**src/rtl/legv8_pkg.sv**
```systemverilog
// Shared LEGv8 encoding definitions: opcodes, immediate field widths and the
// legal range of each immediate.
package legv8_pkg;

   typedef enum logic [1:0] {
      OP_LDUR = 2'd0,
      OP_STUR = 2'd1,
      OP_CBZ  = 2'd2,
      OP_MOVZ = 2'd3
   } op_t;

   localparam logic [10:0] OPC_LDUR = 11'b11111000010;
   localparam logic [10:0] OPC_STUR = 11'b11111000000;
   localparam logic [7:0]  OPC_CBZ  = 8'b10110100;
   localparam logic [8:0]  OPC_MOVZ = 9'b110100101;

   localparam int D_W   = 9;
   localparam int CB_W  = 19;
   localparam int MOV_W = 16;

   localparam longint D_MIN   = -256;
   localparam longint D_MAX   = 255;
   localparam longint CB_MIN  = -262144;
   localparam longint CB_MAX  = 262143;
   localparam longint MOV_MAX = 65535;

endpackage

```
**src/rtl/sync_fifo2.sv**
```systemverilog
// Two-entry FIFO. Entry e0 is always the head, so when the FIFO drains the
// output keeps showing the last word that left it.
module sync_fifo2 #(
   parameter int W = 38
) (
   input  logic         clk,
   input  logic         reset,
   input  logic         push,
   input  logic         pop,
   input  logic [W-1:0] din,
   output logic [W-1:0] dout,
   output logic         full,
   output logic         empty
);

   logic [W-1:0] e0, e1;
   logic [1:0]   count;
   logic         pop_ok, push_ok;

   assign full    = (count == 2'd2);
   assign empty   = (count == 2'd0);
   assign pop_ok  = pop && !empty;
   assign push_ok = push && (!full || pop_ok);
   assign dout    = e0;

   always_ff @(posedge clk or negedge reset) begin
      if (!reset) begin
         e0    <= '0;
         e1    <= '0;
         count <= 2'd0;
      end else begin
         if (push_ok && !pop_ok) begin
            if (count == 2'd0) e0 <= din;
            else               e1 <= din;
            count <= count + 2'd1;
         end else if (pop_ok && !push_ok) begin
            if (count == 2'd2) e0 <= e1;
            count <= count - 2'd1;
         end else if (push_ok && pop_ok) begin
            if (count == 2'd1) begin
               e0 <= din;
            end else begin
               e0 <= e1;
               e1 <= din;
            end
         end
      end
   end

endmodule

```
**src/rtl/instr_encoder.sv**
```systemverilog
// Packs decoded LEGv8 fields into 32-bit instruction words, drops bundles
// whose immediate does not fit, and tags each emitted word with its address.
module instr_encoder
   import legv8_pkg::*;
#(
   parameter int N      = 64,
   parameter int ADDR_W = 6,
   parameter int ERR_W  = 8
) (
   input  logic              clk,
   input  logic              reset,
   input  logic              in_valid,
   output logic              in_ready,
   input  logic [1:0]        in_op,
   input  logic [4:0]        in_rt,
   input  logic [4:0]        in_rn,
   input  logic [1:0]        in_hw,
   input  logic [N-1:0]      in_imm,
   output logic              out_valid,
   input  logic              out_ready,
   output logic [31:0]       out_instr,
   output logic [ADDR_W-1:0] out_addr,
   output logic              err_valid,
   output logic [1:0]        err_op,
   output logic [ERR_W-1:0]  err_count
);

   localparam logic signed [N-1:0] LIM_D_MIN  = N'(D_MIN);
   localparam logic signed [N-1:0] LIM_D_MAX  = N'(D_MAX);
   localparam logic signed [N-1:0] LIM_CB_MIN = N'(CB_MIN);
   localparam logic signed [N-1:0] LIM_CB_MAX = N'(CB_MAX);
   localparam logic [N-1:0]        LIM_MOV    = N'(MOV_MAX);

   logic              ready_en;
   logic              s1_valid;
   op_t               s1_op;
   logic [4:0]        s1_rt, s1_rn;
   logic [1:0]        s1_hw;
   logic [N-1:0]      s1_imm;
   logic signed [N-1:0] imm_s;
   logic              in_range;
   logic [31:0]       word;
   logic [ADDR_W-1:0] addr;
   logic              push, pop, drop, retire, full, empty;

   assign imm_s = $signed(s1_imm);

   always_comb begin
      in_range = 1'b0;
      word     = '0;
      case (s1_op)
         OP_LDUR: begin
            in_range = (imm_s >= LIM_D_MIN) && (imm_s <= LIM_D_MAX);
            word     = {OPC_LDUR, s1_imm[D_W-1:0], 2'b00, s1_rn, s1_rt};
         end
         OP_STUR: begin
            in_range = (imm_s >= LIM_D_MIN) && (imm_s <= LIM_D_MAX);
            word     = {OPC_STUR, s1_imm[D_W-1:0], 2'b00, s1_rn, s1_rt};
         end
         OP_CBZ: begin
            in_range = (imm_s >= LIM_CB_MIN) && (imm_s <= LIM_CB_MAX);
            word     = {OPC_CBZ, s1_imm[CB_W-1:0], s1_rt};
         end
         OP_MOVZ: begin
            // MOVZ immediate is unsigned: any set high bit is out of range
            in_range = (s1_imm <= LIM_MOV);
            word     = {OPC_MOVZ, s1_hw, s1_imm[MOV_W-1:0], s1_rt};
         end
         default: ;
      endcase
   end

   assign pop      = !empty && out_ready;
   assign push     = s1_valid && in_range && (!full || pop);
   assign drop     = s1_valid && !in_range;
   assign retire   = push || drop;
   assign in_ready = ready_en && (!s1_valid || retire);

   always_ff @(posedge clk or negedge reset) begin
      if (!reset) begin
         ready_en <= 1'b0;
         s1_valid <= 1'b0;
         s1_op    <= OP_LDUR;
         s1_rt    <= '0;
         s1_rn    <= '0;
         s1_hw    <= '0;
         s1_imm   <= '0;
      end else begin
         ready_en <= 1'b1;
         if (in_valid && in_ready) begin
            s1_valid <= 1'b1;
            s1_op    <= op_t'(in_op);
            s1_rt    <= in_rt;
            s1_rn    <= in_rn;
            s1_hw    <= in_hw;
            s1_imm   <= in_imm;
         end else if (retire) begin
            s1_valid <= 1'b0;
         end
      end
   end

   always_ff @(posedge clk or negedge reset) begin
      if (!reset) begin
         addr      <= '0;
         err_valid <= 1'b0;
         err_op    <= '0;
         err_count <= '0;
      end else begin
         err_valid <= drop;
         if (push) addr <= addr + ADDR_W'(1);
         if (drop) begin
            err_op <= s1_op;
            if (err_count != '1) err_count <= err_count + ERR_W'(1);
         end
      end
   end

   sync_fifo2 #(.W(32 + ADDR_W)) u_fifo (
      .clk   (clk),
      .reset (reset),
      .push  (push),
      .pop   (pop),
      .din   ({word, addr}),
      .dout  ({out_instr, out_addr}),
      .full  (full),
      .empty (empty)
   );

   assign out_valid = !empty;

endmodule

```
**config.mk**
```make
export PLATFORM = sky130hd
export DESIGN_NAME = instr_encoder
export DESIGN_NICKNAME = d
export VERILOG_FILES = /design/src/rtl/legv8_pkg.sv /design/src/rtl/sync_fifo2.sv /design/src/rtl/instr_encoder.sv
export SDC_FILE = /design/constraint.sdc
export NUM_CORES = 1
export LEC_CHECK = 0
export CAP_MARGIN = 20
export CORE_ASPECT_RATIO = 1.4
export CORE_UTILIZATION = 35
export CTS_CLUSTER_DIAMETER = 150
export DETAILED_ROUTE_END_ITERATION = 10
export SLEW_MARGIN = 20
export SYNTH_ARGS = -nofsm -noshare
export SYNTH_HDL_FRONTEND = slang
export SYNTH_SLANG_ARGS = --single-unit
```
**constraint.sdc**
```tcl
create_clock -name clk -period 3 [get_ports clk]
set_input_delay 0.45 -clock clk [delete_from_list [all_inputs] [get_ports clk]]
set_output_delay 0.45 -clock clk [all_outputs]
set_load 0.1 [all_outputs]
```
==> Yosys cells after proc, flatten, opt, wreduce, memory -nomap -nowiden <==
Cells that the tools add are included.
{ "totals": {"ff_bits": 175, "latch_bits": 0, "ramBits": 0, "rom_bits": 0, "input_bits": 82, "output_inout_bits": 51, "wordCells": 84, "mem_count": 0} }
{ "classes": {"n_addsub": 4, "n_mul": 0, "div": 0, "n_lt_le_gt_ge": 5, "eq_ne": 11, "shifts": 0, "muxes": 17, "bitwise_logic": 0, "n_reduce_logical": 33} }
{ "op_table": {"columns": ["op", "n"], "rows": [
  ["two-way mux 38 bit", 11],
  ["case mux 32 bit (4 select lines)", 1],
  [">= comparator 64 x 19 -> 1 bit (second input constant)", 1],
  [">= comparator 64 x 9 -> 1 bit (second input constant)", 1],
  ["less-or-equal comparator 64 x 16 -> 1 bit (second input constant)", 1],
  ["less-or-equal comparator 64 x 19 -> 1 bit (second input constant)", 1],
  ["less-or-equal comparator 64 x 9 -> 1 bit (second input constant)", 1],
  ["logical AND 1 bit", 13],
  ["adder 8 x 1 -> 8 bit (second input constant)", 1],
  ["inequality test 8 bit (second input constant)", 1],
  ["adder 6 x 1 -> 6 bit (second input constant)", 1],
  ["== test 2 bit (second input constant)", 3],
  ["zero test 1 bit", 6],
  ["inequality test 2 x 1 -> 1 bit (second input constant)", 3],
  ["nonzero test 2 bit", 3],
  ["== test 2 x 1 -> 1 bit (second input constant)", 2],
  ["zero test 2 bit", 2],
  ["logical OR 1 bit", 4],
  ["two-way mux 2 bit", 2],
  ["AND reduction 4 bit", 1],
  ["inequality test 3 x 1 -> 1 bit (second input constant)", 1],
  ["case mux 1 bit (3 select lines)", 1],
  ["AND reduction 3 bit", 1],
  ["nonzero test 3 bit", 1],
  ["6 further kinds", 7]
]} }

==> Depth between registers and ports, before layout <==
Gate-level depths: netlist of run 1.
{ "logic_depth": {"word_depth": 10, "ltp_mapped": 16, "depth_no_buf": 12} }

==> By module <==
A second synthesis of run 1 with hierarchy kept.
{ "hier_totals": {"cells_unflattened": 647, "hier_area_um2": 7978.9} }
{ "modules_own_cells": {"columns": ["module", "n_inst", "cells_per_inst", "area_each_um2", "seq_area_each_um2"], "rows": [
  ["instr_encoder", 1, 325, 4342.9, 2427.3],
  ["sync_fifo2", 1, 322, 3636.0, 1951.9]
]} }

==> Worst setup path after synthesis of run 1 <==
No wires, ideal clock.
{ "synth_timing": {"path_type": "reg2reg", "from": "register s1_op[1]", "to": "register u_fifo.e0[23], in the netlist u_fifo.dout[23]", "setup_ps": 126, "arrival_ps": 2973, "required_ps": 2874, "setup_slack_ps": -99, "path_stages_with_launch": 15, "path_buffers": 4, "period_less_slack_ps": 3099, "cell_sequence": "dfrtp_1 buf_2 nand2b_1 o31ai_1 and4_1 or2_1 buf_4 o211ai_1 inv_1 ha_1 a21oi_1 clkbuf_1 clkbuf_1 o21ai_0 mux2_2"} }
{ "synth_via": {"elab_chain_len": 10, "word_cells_on_any_way": 23, "classes_between": "eq/ne: 5; mux: 7; reduce/logical: 11"} }
{ "synth_rtl": {"columns": ["element", "line_no", "rtl"], "rows": [
  ["start, declared", "instr_encoder.sv:36", "op_t s1_op;"],
  ["start signal, assigned", "instr_encoder.sv:92", "s1_op <= op_t'(in_op);"],
  ["== test 2 x 1 -> 1 bit or zero test 2 bit (tied branches)", "instr_encoder.sv:51", "case (s1_op)"],
  ["OR reduction 2 bit (no source line)", null, null],
  ["case mux 1 bit (3 select lines)", "instr_encoder.sv:51", null],
  ["logical AND 1 bit (2 in a row)", "instr_encoder.sv:74", "assign push = s1_valid && in_range && (!full || pop);"],
  ["logical AND 1 bit", "sync_fifo2.sv:23", "assign push_ok = push && (!full || pop_ok);"],
  ["zero test 1 bit", "sync_fifo2.sv:36", "end else if (pop_ok && !push_ok) begin"],
  ["logical AND 1 bit", "sync_fifo2.sv:36", null],
  ["inequality test 3 x 1 -> 1 bit (no source line), or another cell as far along", null, null],
  ["AND reduction 3 bit (no source line) or two-way mux 38 bit (tied branches)", null, null],
  ["end signal, assigned", "sync_fifo2.sv:33", "if (count == 2'd0) e0 <= din;"],
  ["end signal, assigned", "sync_fifo2.sv:41", "e0 <= din;"],
  ["end, declared", "sync_fifo2.sv:16", "logic [W-1:0] e0, e1;"]
]} }
Parallel ways exist; a longest one is shown, timed or not. The select of a mux whose other input is x is not followed.
A chain may end at the register's enable or synchronous reset.

==> Worst setup path after layout of run 1 <==
{ "layout_timing": {"from": "register s1_imm[56], in the netlist imm_s[56]", "to": "register u_fifo.e1[14]"} }
{ "layout_via": {"elab_chain_len": 10, "word_cells_on_any_way": 21, "classes_between": "order compare: 5; eq/ne: 3; mux: 2; reduce/logical: 11"} }
{ "layout_rtl": {"columns": ["element", "line_no", "rtl"], "rows": [
  ["start, declared", "instr_encoder.sv:39", "logic [N-1:0] s1_imm;"],
  ["start signal, assigned", "instr_encoder.sv:96", "s1_imm <= in_imm;"],
  [">= comparator 64 x 19 -> 1 bit, or another cell as far along", "instr_encoder.sv:61", "in_range = (imm_s >= LIM_CB_MIN) && (imm_s <= LIM_CB_MAX);"],
  ["logical AND 1 bit, on equally long branches", "instr_encoder.sv:61, instr_encoder.sv:53, instr_encoder.sv:57", null],
  ["case mux 1 bit (3 select lines) *", "instr_encoder.sv:51", null],
  ["logical AND 1 bit * (2 in a row)", "instr_encoder.sv:74", null],
  ["logical AND 1 bit *", "sync_fifo2.sv:23", null],
  ["zero test 1 bit", "sync_fifo2.sv:36", null],
  ["logical AND 1 bit", "sync_fifo2.sv:36", null],
  ["inequality test 2 x 1 -> 1 bit (no source line)", null, null],
  ["AND reduction 4 bit (no source line)", null, null],
  ["end signal, assigned", "sync_fifo2.sv:34", "else e1 <= din;"],
  ["end signal, assigned", "sync_fifo2.sv:44", "e1 <= din;"],
  ["end, declared", "sync_fifo2.sv:16", null]
]} }
Mark *: on every way between the ends. The rest lies on a longest branch, timed or not.

==> results of run 1 <==
layout by cell type (no fill, tap or decap), drive strengths merged, types with 3 or more instances in the layout:
| cell | instances |
|---|---|
| dfrtp | 171 |
| mux2 | 132 |
| buf | 130 |
| nand2 | 90 |
| clkdlybuf4s50 | 80 |
| o21ai | 49 |
| clkbuf | 22 |
| nor4 | 19 |
| nand4 | 18 |
| inv | 16 |
| mux2i | 14 |
| nor2 | 12 |
| xor2 | 11 |
| ha | 9 |
| nand3 | 8 |
| nand2b | 6 |
| clkinv | 5 |
| nor3 | 4 |
| a21oi | 4 |
| xnor2 | 3 |
| bufinv | 3 |
metrics by stage:
| step | total power [mW] | hold slack [ns] | worst slack, ns | util, % | instances |
|---|---|---|---|---|---|
| floorplan | 5.63 | 0.154 | 0.00875 | - | 614 |
| global placement | 6.56 | 0.441 | -0.120 | 44.2 | 1020 |
| detailed placement | 6.64 | 0.455 | -0.264 | 44.2 | 1020 |
| CTS | 9.45 | 0.0474 | -0.168 | 50.9 | 1088 |
| global route | 9.74 | 0.0900 | -0.270 | 51.4 | 1088 |
| finish | 9.38 | 0.0349 | -0.109 | 51.4 | 1088 |
worst max-delay path: cells and delay by family (launching register included):
family                     cells  cell delay, ns
DFF                            1            0.40
buffers and inverters          5            0.63
AOI/OAI and AO/OA              4            0.75
and+or+nand+nor                5            1.01
adders and majority gates      1            0.19
sequential cells by signal, summed over array words and instances (netlist names):
name          count
imm_s            64
u_fifo.dout      36
u_fifo.e1        36
err_count         8
addr              6
s1_rn             5
s1_rt             5
err_op            2
s1_hw             2
s1_op             2
u_fifo.count      2
err_valid         1
ready_en          1
s1_valid          1
cell type report:
cell class,instances,share of cell area [%]
clock buffers,18,4.03
clock inverters,14,1.70
inverters,11,0.402
multi-input cells,400,32.2
flip-flops and latches,171,39.3
well taps,260,2.99
repair buffers,214,19.4
what timing repair did:
action,4_1_cts,5_1_grt
hold buffers,0,0
endpoints found under the setup margin,73,74
pin swaps,26,17
gates cloned,12,1
endpoints found under the hold margin,0,0
setup buffers,41,6
resized for setup,103,64
logic make-up (layout without fill, tap and decap cells):
family,count (synthesis),after routing,share of synthesized area [%]
flip-flops,171,171,56.5
AND/OR/NAND/NOR,166,166,10.2
multiplexers,146,146,22.5
AO/OA/AOI/OAI,61,63,4.79
buffers and inverters,45,257,2.86
XOR/XNOR,14,14,1.62
adder cells (fa/ha/maj),9,9,1.49
other,2,2,0.0991
where the power goes:
group	switching (mW)	internal, mW	leakage [nW]	total [mW]
registers	0.327	2.70	2.18	3.03
clock network	0.980	1.35	0.305	2.33
logic	2.71	1.31	2.53	4.02
total	4.02	5.36	5.01	9.38
worst paths after layout:
path | slack [ns] | startpoint | endpoint
min in group clk | 0.48 | u_fifo.e1[3] | u_fifo.e1[3]
hold reg to reg | 0.48 | u_fifo.e1[3] | u_fifo.e1[3]
max in group asynchronous | 2.15 | reset | u_fifo.dout[10]
setup / recovery | -0.11 | imm_s[56] | u_fifo.e1[14]
hold / removal | 0.03 | reset | err_count[1]
setup reg to reg | -0.11 | imm_s[56] | u_fifo.e1[14]
layer usage:
layer | share of wire [%] | wire length (µm) | vias to the layer above | GRT usage [%]
met3 | 4.0 | 785 | 15 | 4.27
li1 | - | - | 2572 | -
met5 | 0 | 0 | - | 0
met1 | 40 | 7890 | 2752 | 21.2
met4 | 1.1 | 219 | 0 | 5.57
met2 | 55 | 10800 | 106 | 33.8
==> impl_metrics.tcl, run 1 <==
set metrics [dict create \
    outcome "finished, violations left" \
    violations "setup timing" \
    n_fill_cell 1852 \
    cpPeakStageDelay_ns 0.40 \
    cts_tree "yes" \
    synthMostInstantiatedCell "dfrtp_1" \
    synth_common_cells "171 x dfrtp_1, 112 x mux2_2, 90 x nand2_1" \
    syn_avg_cell_area_um2 12.3 \
    ys.flop_type "dfrtp_1" \
    ff2ff_path_depth 15 \
    die_y_um 176 \
    syn_nets 705 \
    ys_top_cells_by_area "dfrtp_1 56%, mux2_2 17%, nand2_1 4.5%" \
    grt_pass1_wl_mm 31.1 \
    wl_mm 19.7 \
    fin_crit_sh_pct 104 \
    final-seq-area_um2 4280 \
    post_synth_num_cell_types 40 \
    htree_levels 4 \
    critPathCaptureType "flip-flop" \
    yosysSeqAreaShare_pct 56.5 \
    die_area_um2 22300 \
    insertion_delay_ns 0.44 \
    drc 0 \
    drive_above_1_share_pct 44.4 \
    synthArstFlopShare_pct 100 \
    layout_setup_ws_ns -0.109 \
    place_area_um2 9370 \
    slew_viol_final 0 \
    cp_max_fo 8 \
    antenna_found_initial 0 \
    synth_top_cell_area_share_pct 56.5 \
    overflow 0 \
    synth-seq-cells 171 \
    ir_drop_mv 0.438 \
    clockBufferDepth 2 \
    cts_buffers 17 \
    avgRoutedWirePerCell_um 18.1 \
    min_path_type "in -> async" \
    grt_setup_unrepaired "true" \
    hpwl_mm 12.6 \
    cts.sinks 171 \
    skew_ns 0.0127 \
    area_growth_pct 43.8 \
    clkTransAtPathRegs_ns 0.06 \
    required_ns 3.31 \
    grt_usage_pct 18.4 \
    p_leak_nw 5.01 \
    critPathArrivalTime_ns 3.42 \
    fin_crit_ns 3.11 \
    synth.cell_area_um2 7580 \
    core_um2 21200 \
    die_w_um 126 \
    nNetsFinal 906 \
    finalSetupViolCount 50 \
    initial_core_util_pct 35.7 \
    root_buffer "clkbuf_16" \
    diodes 0 \
    cp_slowest_cell "dfrtp_1" \
    crit_top_cell "or2_4" \
    path_cells "nor4_2 > nand4_1 > a2111oi_4 > or2_4 > o211ai_1 > inv_1 > ha_2 > buf_6 > buf_8 > nor2_4 > a22oi_2 > or2_4 > buf_12 > buf_16 > o21ai_2" \
    io_buffers 131 \
    num_rows 63 \
    fin_area_um2 10900 \
    clock.fmax_ghz 0.322 \
    grt_max_degree 71 \
    synthCells 614 \
    hold_viol 0 \
    maxCapViolCount 0 \
    maxSlewHeadroom_pct 54.6 \
    cp-start-kind "flip-flop" \
    ys_warn_count 0 \
    firstDrtPassIters 4 \
    drtAntennaViolNets 0 \
    tightest_slew_ns 0.681 \
    synth-edff-count 0 \
    vias 5445 \
    synth_top_area_cell "dfrtp_1" \
    worst-setup-path-type "reg -> reg" \
    io_pins 133 \
    multiInputGateArea_um2 3510 \
    powerDensity_nw_per_um2 861 \
    vias_per_cell 5.00 \
    gp_congestion 0.817 \
    grt_pass1_vias 5738 \
    final.setup.tns_ns -1.83 \
    drt-initial-drc-count 248 \
]
No activity file was read; power rests on OpenSTA's default activity.
==> inputs of run 2 (changes only) <==
SKIP_LAST_GASP = 1   (was default)
==> run 2 against run 1 <==
Net effect:
- the flow still finishes with violations (setup timing)
- non-clock buffer count increased by 5
- clock skew increased by 0.0046 ns
- global-route usage is 0.059 points higher
- sequential share of layout area decreased by 0.25 points
- clock power about the same
- sequential cell count stayed put
- critical path depth down 1
- wire length grew 1.4%
- hold slack got worse by 0.0037 ns
- worst setup slack lost 0.023 ns
- first-iteration DRC count is 15% higher
- total power increased by 0.66%
==> impl_metrics.tcl, run 2 (synthesized netlist as in run 1, its figures left out) <==
set metrics [dict create \
    die_area_um2 22300 \
    vias 5534 \
    critPathCaptureType "flip-flop" \
    root_buffer "clkbuf_16" \
    fin_area_um2 11000 \
    min_path_type "in -> async" \
    die_y_um 176 \
    io_buffers 131 \
    cp_max_fo 7 \
    layout_setup_ws_ns -0.133 \
    insertion_delay_ns 0.44 \
    maxSlewHeadroom_pct 55.1 \
    finalSetupViolCount 58 \
    initial_core_util_pct 35.7 \
    area_growth_pct 44.7 \
    fin_crit_ns 3.13 \
    vias_per_cell 5.06 \
    n_fill_cell 1850 \
    clock.fmax_ghz 0.319 \
    grt_max_degree 71 \
    io_pins 133 \
    htree_levels 4 \
    violations "setup timing" \
    num_rows 63 \
    ir_drop_mv 0.459 \
    clkTransAtPathRegs_ns 0.07 \
    tightest_slew_ns 0.674 \
    most-common-layout-cells "170 x dfrtp_1, 108 x buf_4, 99 x mux2_2, 80 x clkdlybuf4s50_1, 70 x nand2_1" \
    stdcell_count 1093 \
    dr.max_layer_used "met4" \
    p_leak_nw 5.05 \
    gp_congestion 0.817 \
    maxCapViolCount 0 \
    path_cells "buf_6 > nand4_1 > nor4_4 > and4_1 > or2_4 > o211ai_1 > inv_1 > ha_2 > buf_6 > buf_8 > buf_12 > a21oi_4 > mux2_2 > mux2_2" \
    worst-setup-path-type "reg -> reg" \
    place_inst 1020 \
    cts.sinks 171 \
    powerDensity_nw_per_um2 861 \
    grt_pass1_wl_mm 31.2 \
    firstDrtPassIters 4 \
    diodes 0 \
    top_register "imm_s" \
    critPathArrivalTime_ns 3.45 \
    slew_viol_final 0 \
    route.met2.wl_mm 10.9 \
    nNetsFinal 911 \
    outcome "finished, violations left" \
    cp_slowest_cell "dfrtp_1" \
    avgRoutedWirePerCell_um 18.2 \
    power.total_mw 9.44 \
    holdWs_ns 0.0312 \
    clockBufferDepth 2 \
    cts_buffers 17 \
    skew_ns 0.0173 \
    fin_crit_sh_pct 104 \
    hpwl_mm 12.6 \
    hold_viol 0 \
    largest_register_ff_count 64 \
    overflow 0 \
    drive_above_1_share_pct 45.0 \
    required_ns 3.32 \
    cts_tree "yes" \
    grt_usage_pct 18.5 \
    place_area_um2 9370 \
    drtAntennaViolNets 0 \
    drc 0 \
    cpPeakStageDelay_ns 0.43 \
    mostFrequentLayoutCell "dfrtp_1" \
    drt-initial-drc-count 286 \
    cp-start-kind "flip-flop" \
    antenna_found_initial 0 \
    wl_met1_mm 7.99 \
    final.setup.tns_ns -2.51 \
    wl_mm 19.9 \
    grt_pass1_vias 5739 \
    die_w_um 126 \
    grt_setup_unrepaired "true" \
    wl_met3_um 777 \
    core_um2 21200 \
]
-- run 2: worst paths after layout --
check | startpoint | to | slack [ns] | cells past startpoint
worst min register to register | u_fifo.e1[3] | u_fifo.e1[3] | 0.47 | 2
worst min-delay path | reset | err_count[1] | 0.03 | 1
worst max-delay path | imm_s[50] | u_fifo.dout[4] | -0.13 | 14
worst max register to register | imm_s[50] | u_fifo.dout[4] | -0.13 | 14
min in group clk | u_fifo.e1[3] | u_fifo.e1[3] | 0.47 | 2
max in group asynchronous | reset | u_fifo.dout[35] | 2.16 | 2
-- run 2: per-stage QoR --
stage / util [%] / worst slack, ns
2_1_floorplan: - / 0.00875
3_3_place_gp: 44.2 / -0.120
3_5_place_dp: 44.2 / -0.264
4_1_cts: 50.8 / -0.192
5_1_grt: 51.7 / -0.267
6_report: 51.7 / -0.133
-- run 2: power breakdown --
| group | internal, mW | switching, mW |
|---|---|---|
| clock | 1.35 | 0.984 |
| sequential | 2.70 | 0.328 |
| combinational | 1.34 | 2.74 |
| total | 5.40 | 4.05 |
-- run 2: worst max-delay path, delay by kind of cell (launching register included) --
kind                     cells  cell delay [ns]
multiplexers                 2             0.67
AO/OA/AOI/OAI                2             0.49
adder cells (fa/ha/maj)      1             0.19
buffers and inverters        5             0.61
flip-flops                   1             0.43
AND/OR/NAND/NOR              4             0.63
-- run 2: final cells by class --
class / instances / area (µm²) / share of cell area (%)
clock inverters: 14 / 185 / 1.69
flip-flops and latches: 171 / 4280 / 39.0
inverters: 11 / 43.8 / 0.399
well taps: 260 / 325 / 2.97
clock buffers: 18 / 439 / 4.01
multi-input cells: 400 / 3530 / 32.2
repair buffers: 219 / 2160 / 19.7
-- run 2: timing repair --
action	in CTS	in global routing
cloned	12	3
hold buffers	0	0
pin swaps	16	24
gates resized for setup	92	78
setup endpoints to repair	73	74
buffers inserted	41	10
-- run 2: per-layer routing --
layer | track usage, % | vias to the layer above
met3 | 4.27 | 15
met5 | 0 | -
met1 | 21.3 | 2811
met2 | 33.8 | 122
met4 | 5.57 | 0
li1 | - | 2586
==> inputs of run 3 (changes only) <==
GPL_TIMING_DRIVEN = 0   (was default)
==> run 3 against run 2 <==
Net effect:
- the run still ends with setup timing left
- largest power group unchanged
- cell count down 3.4%
- fmax grew 1.2%
- sequential share of layout area increased by 2.0 points
- combinational power decreased by 6.9%
- worst setup slack better by 0.037 ns
- critical endpoint is now u_fifo.e1[22]
- die area stayed put
- register-to-register slack better by 0.04 ns
- highest routed layer is now met5
- global-route usage decreased by 0.77 points
==> impl_metrics.tcl, run 3 (synthesized netlist as in run 1, its figures left out) <==
set metrics [dict create \
    cp-start-kind "flip-flop" \
    cts.sinks 171 \
    maxSlewHeadroom_pct 27.7 \
    fin_area_um2 10400 \
    io_pins 133 \
    drc 0 \
    mostFrequentLayoutCell "dfrtp_1" \
    hpwl_mm 13.6 \
    vias 5344 \
    grt_pass1_wl_mm 29.8 \
    drt-initial-drc-count 367 \
    cts_buffers 17 \
    p_int_mw 5.04 \
    nNetsFinal 874 \
    top_register "imm_s" \
    powerDensity_nw_per_um2 852 \
    clock_power_share_pct 23.1 \
    htree_levels 4 \
    vias_per_cell 5.06 \
    finalSetupViolCount 59 \
    stdcell_count 1056 \
    drtAntennaViolNets 0 \
    skew_ns 0.0109 \
    cpPeakStageDelay_ns 0.41 \
    drive_above_1_share_pct 32.8 \
    die_area_um2 22300 \
    gp_congestion 0.775 \
    fin_crit_sh_pct 103 \
    most-common-layout-cells "171 x dfrtp_1, 129 x clkdlybuf4s50_1, 112 x mux2_2, 72 x nand2_1, 24 x o21ai_1" \
    n_fill_cell 1856 \
    multiInputGateArea_um2 3310 \
    layout_setup_ws_ns -0.0955 \
    core_um2 21200 \
    place_area_um2 9250 \
    ir_drop_mv 0.417 \
    critPathCaptureType "flip-flop" \
    largest_register_ff_count 64 \
    p_leak_nw 4.60 \
    grt_pass1_vias 5534 \
    tightest_slew_ns 1.08 \
    grt_setup_unrepaired "true" \
    wl_mm 19.0 \
    cp_slowest_cell "dfrtp_1" \
    critPathArrivalTime_ns 3.39 \
    insertion_delay_ns 0.43 \
    swShare_pct 43.2 \
    final.setup.tns_ns -1.49 \
    clockBufferDepth 2 \
    p_seq_share_pct 34.0 \
    hold_viol 0 \
    clkTransAtPathRegs_ns 0.07 \
    cp_max_fo 8 \
    fin_crit_ns 3.10 \
    firstDrtPassIters 4 \
    p_comb_share_pct 42.8 \
    cts_tree "yes" \
    worst-setup-path-type "reg -> reg" \
    initial_core_util_pct 35.7 \
    path_cells "nor4_2 > nand4_1 > buf_6 > a2111oi_4 > or2_1 > buf_6 > o211ai_1 > inv_1 > ha_4 > a22oi_2 > or2_4 > clkbuf_16 > clkbuf_16 > nand2_1 > o21ai_1" \
    place_inst 1006 \
    root_buffer "clkbuf_16" \
    violations "setup timing" \
    final-seq-area_um2 4280 \
    grt_usage_pct 17.7 \
    maxCapViolCount 0 \
    io_buffers 131 \
    die_w_um 126 \
    area_growth_pct 37.5 \
    num_rows 63 \
    slew_viol_final 0 \
    clock.fmax_ghz 0.323 \
    required_ns 3.30 \
    min_path_type "reg -> reg" \
    outcome "finished, violations left" \
    diodes 0 \
    overflow 0 \
    avgRoutedWirePerCell_um 18.0 \
    antenna_found_initial 1 \
    grt_max_degree 102 \
    die_y_um 176 \
    power_switching_mw 3.83 \
]
==> run 3: power by group through the flow <==
stage	Sequential [mW]	Combinational, mW	Clock (mW)
finish	3.02	3.80	2.05
global route	3.08	3.97	2.20
CTS	3.02	3.79	2.11
detailed placement	3.05	3.59	0
global placement	3.03	3.53	0
floorplan	4.60	1.04	0
==> run 3: cell type report <==
| type | instances | share of cell area (%) |
|---|---|---|
| Clock buffer | 21 | 4.42 |
| Tap cell | 260 | 3.12 |
| Clock inverter | 11 | 0.805 |
| Buffer | 33 | 3.56 |
| Timing Repair Buffer | 151 | 14.8 |
| Multi-Input combinational cell | 398 | 31.8 |
| Sequential cell | 171 | 41.1 |
| Inverter | 11 | 0.396 |
==> run 3: metrics by stage <==
stage	power (mW)	utilization, %	hold slack, ns	setup WS [ns]
4_1_cts	8.91	48.2	0.463	-0.0332
3_5_place_dp	6.64	43.6	0.441	-0.838
5_1_grt	9.25	49.1	0.478	-0.271
6_report	8.87	49.1	0.467	-0.0955
3_3_place_gp	6.56	43.5	0.441	-5.33
2_1_floorplan	5.63	-	0.154	0.00875
==> run 3: repair_timing <==
| item | 4_1_cts | 5_1_grt |
|---|---|---|
| setup endpoints to repair | 73 | 73 |
| gates cloned | 3 | 1 |
| hold buffers | 1 | 0 |
| endpoints found under the hold margin | 20 | 0 |
| resized for setup | 85 | 59 |
| pin swaps | 9 | 25 |
| setup buffers | 9 | 5 |
==> run 3: worst paths after layout <==
path	startpoint	to	slack, ns	cells past startpoint
max reg2reg	imm_s[34]	u_fifo.e1[22]	-0.1	15
max	imm_s[34]	u_fifo.e1[22]	-0.1	15
min	u_fifo.e1[34]	u_fifo.e1[34]	0.47	1
min reg2reg	u_fifo.e1[34]	u_fifo.e1[34]	0.47	1
min in group asynchronous	reset	err_count[0]	0.55	2
max in group asynchronous	reset	u_fifo.e1[14]	1.56	3
==> run 3: layer usage <==
layer | global-route usage, % | vias up | wire [µm]
li1 | - | 2499 | -
met1 | 19.6 | 2680 | 7420
met2 | 32.8 | 140 | 10400
met3 | 4.33 | 23 | 827
met4 | 6.38 | 2 | 374
met5 | 0 | - | 13
==> run 3: worst max-delay path, delay by kind of cell, from the launching register on <==
family	cells	cell delay [ns]
simple gates	5	0.96
buf+inv	5	0.76
compound gates	4	0.63
flops	1	0.41
fa+ha+maj	1	0.19
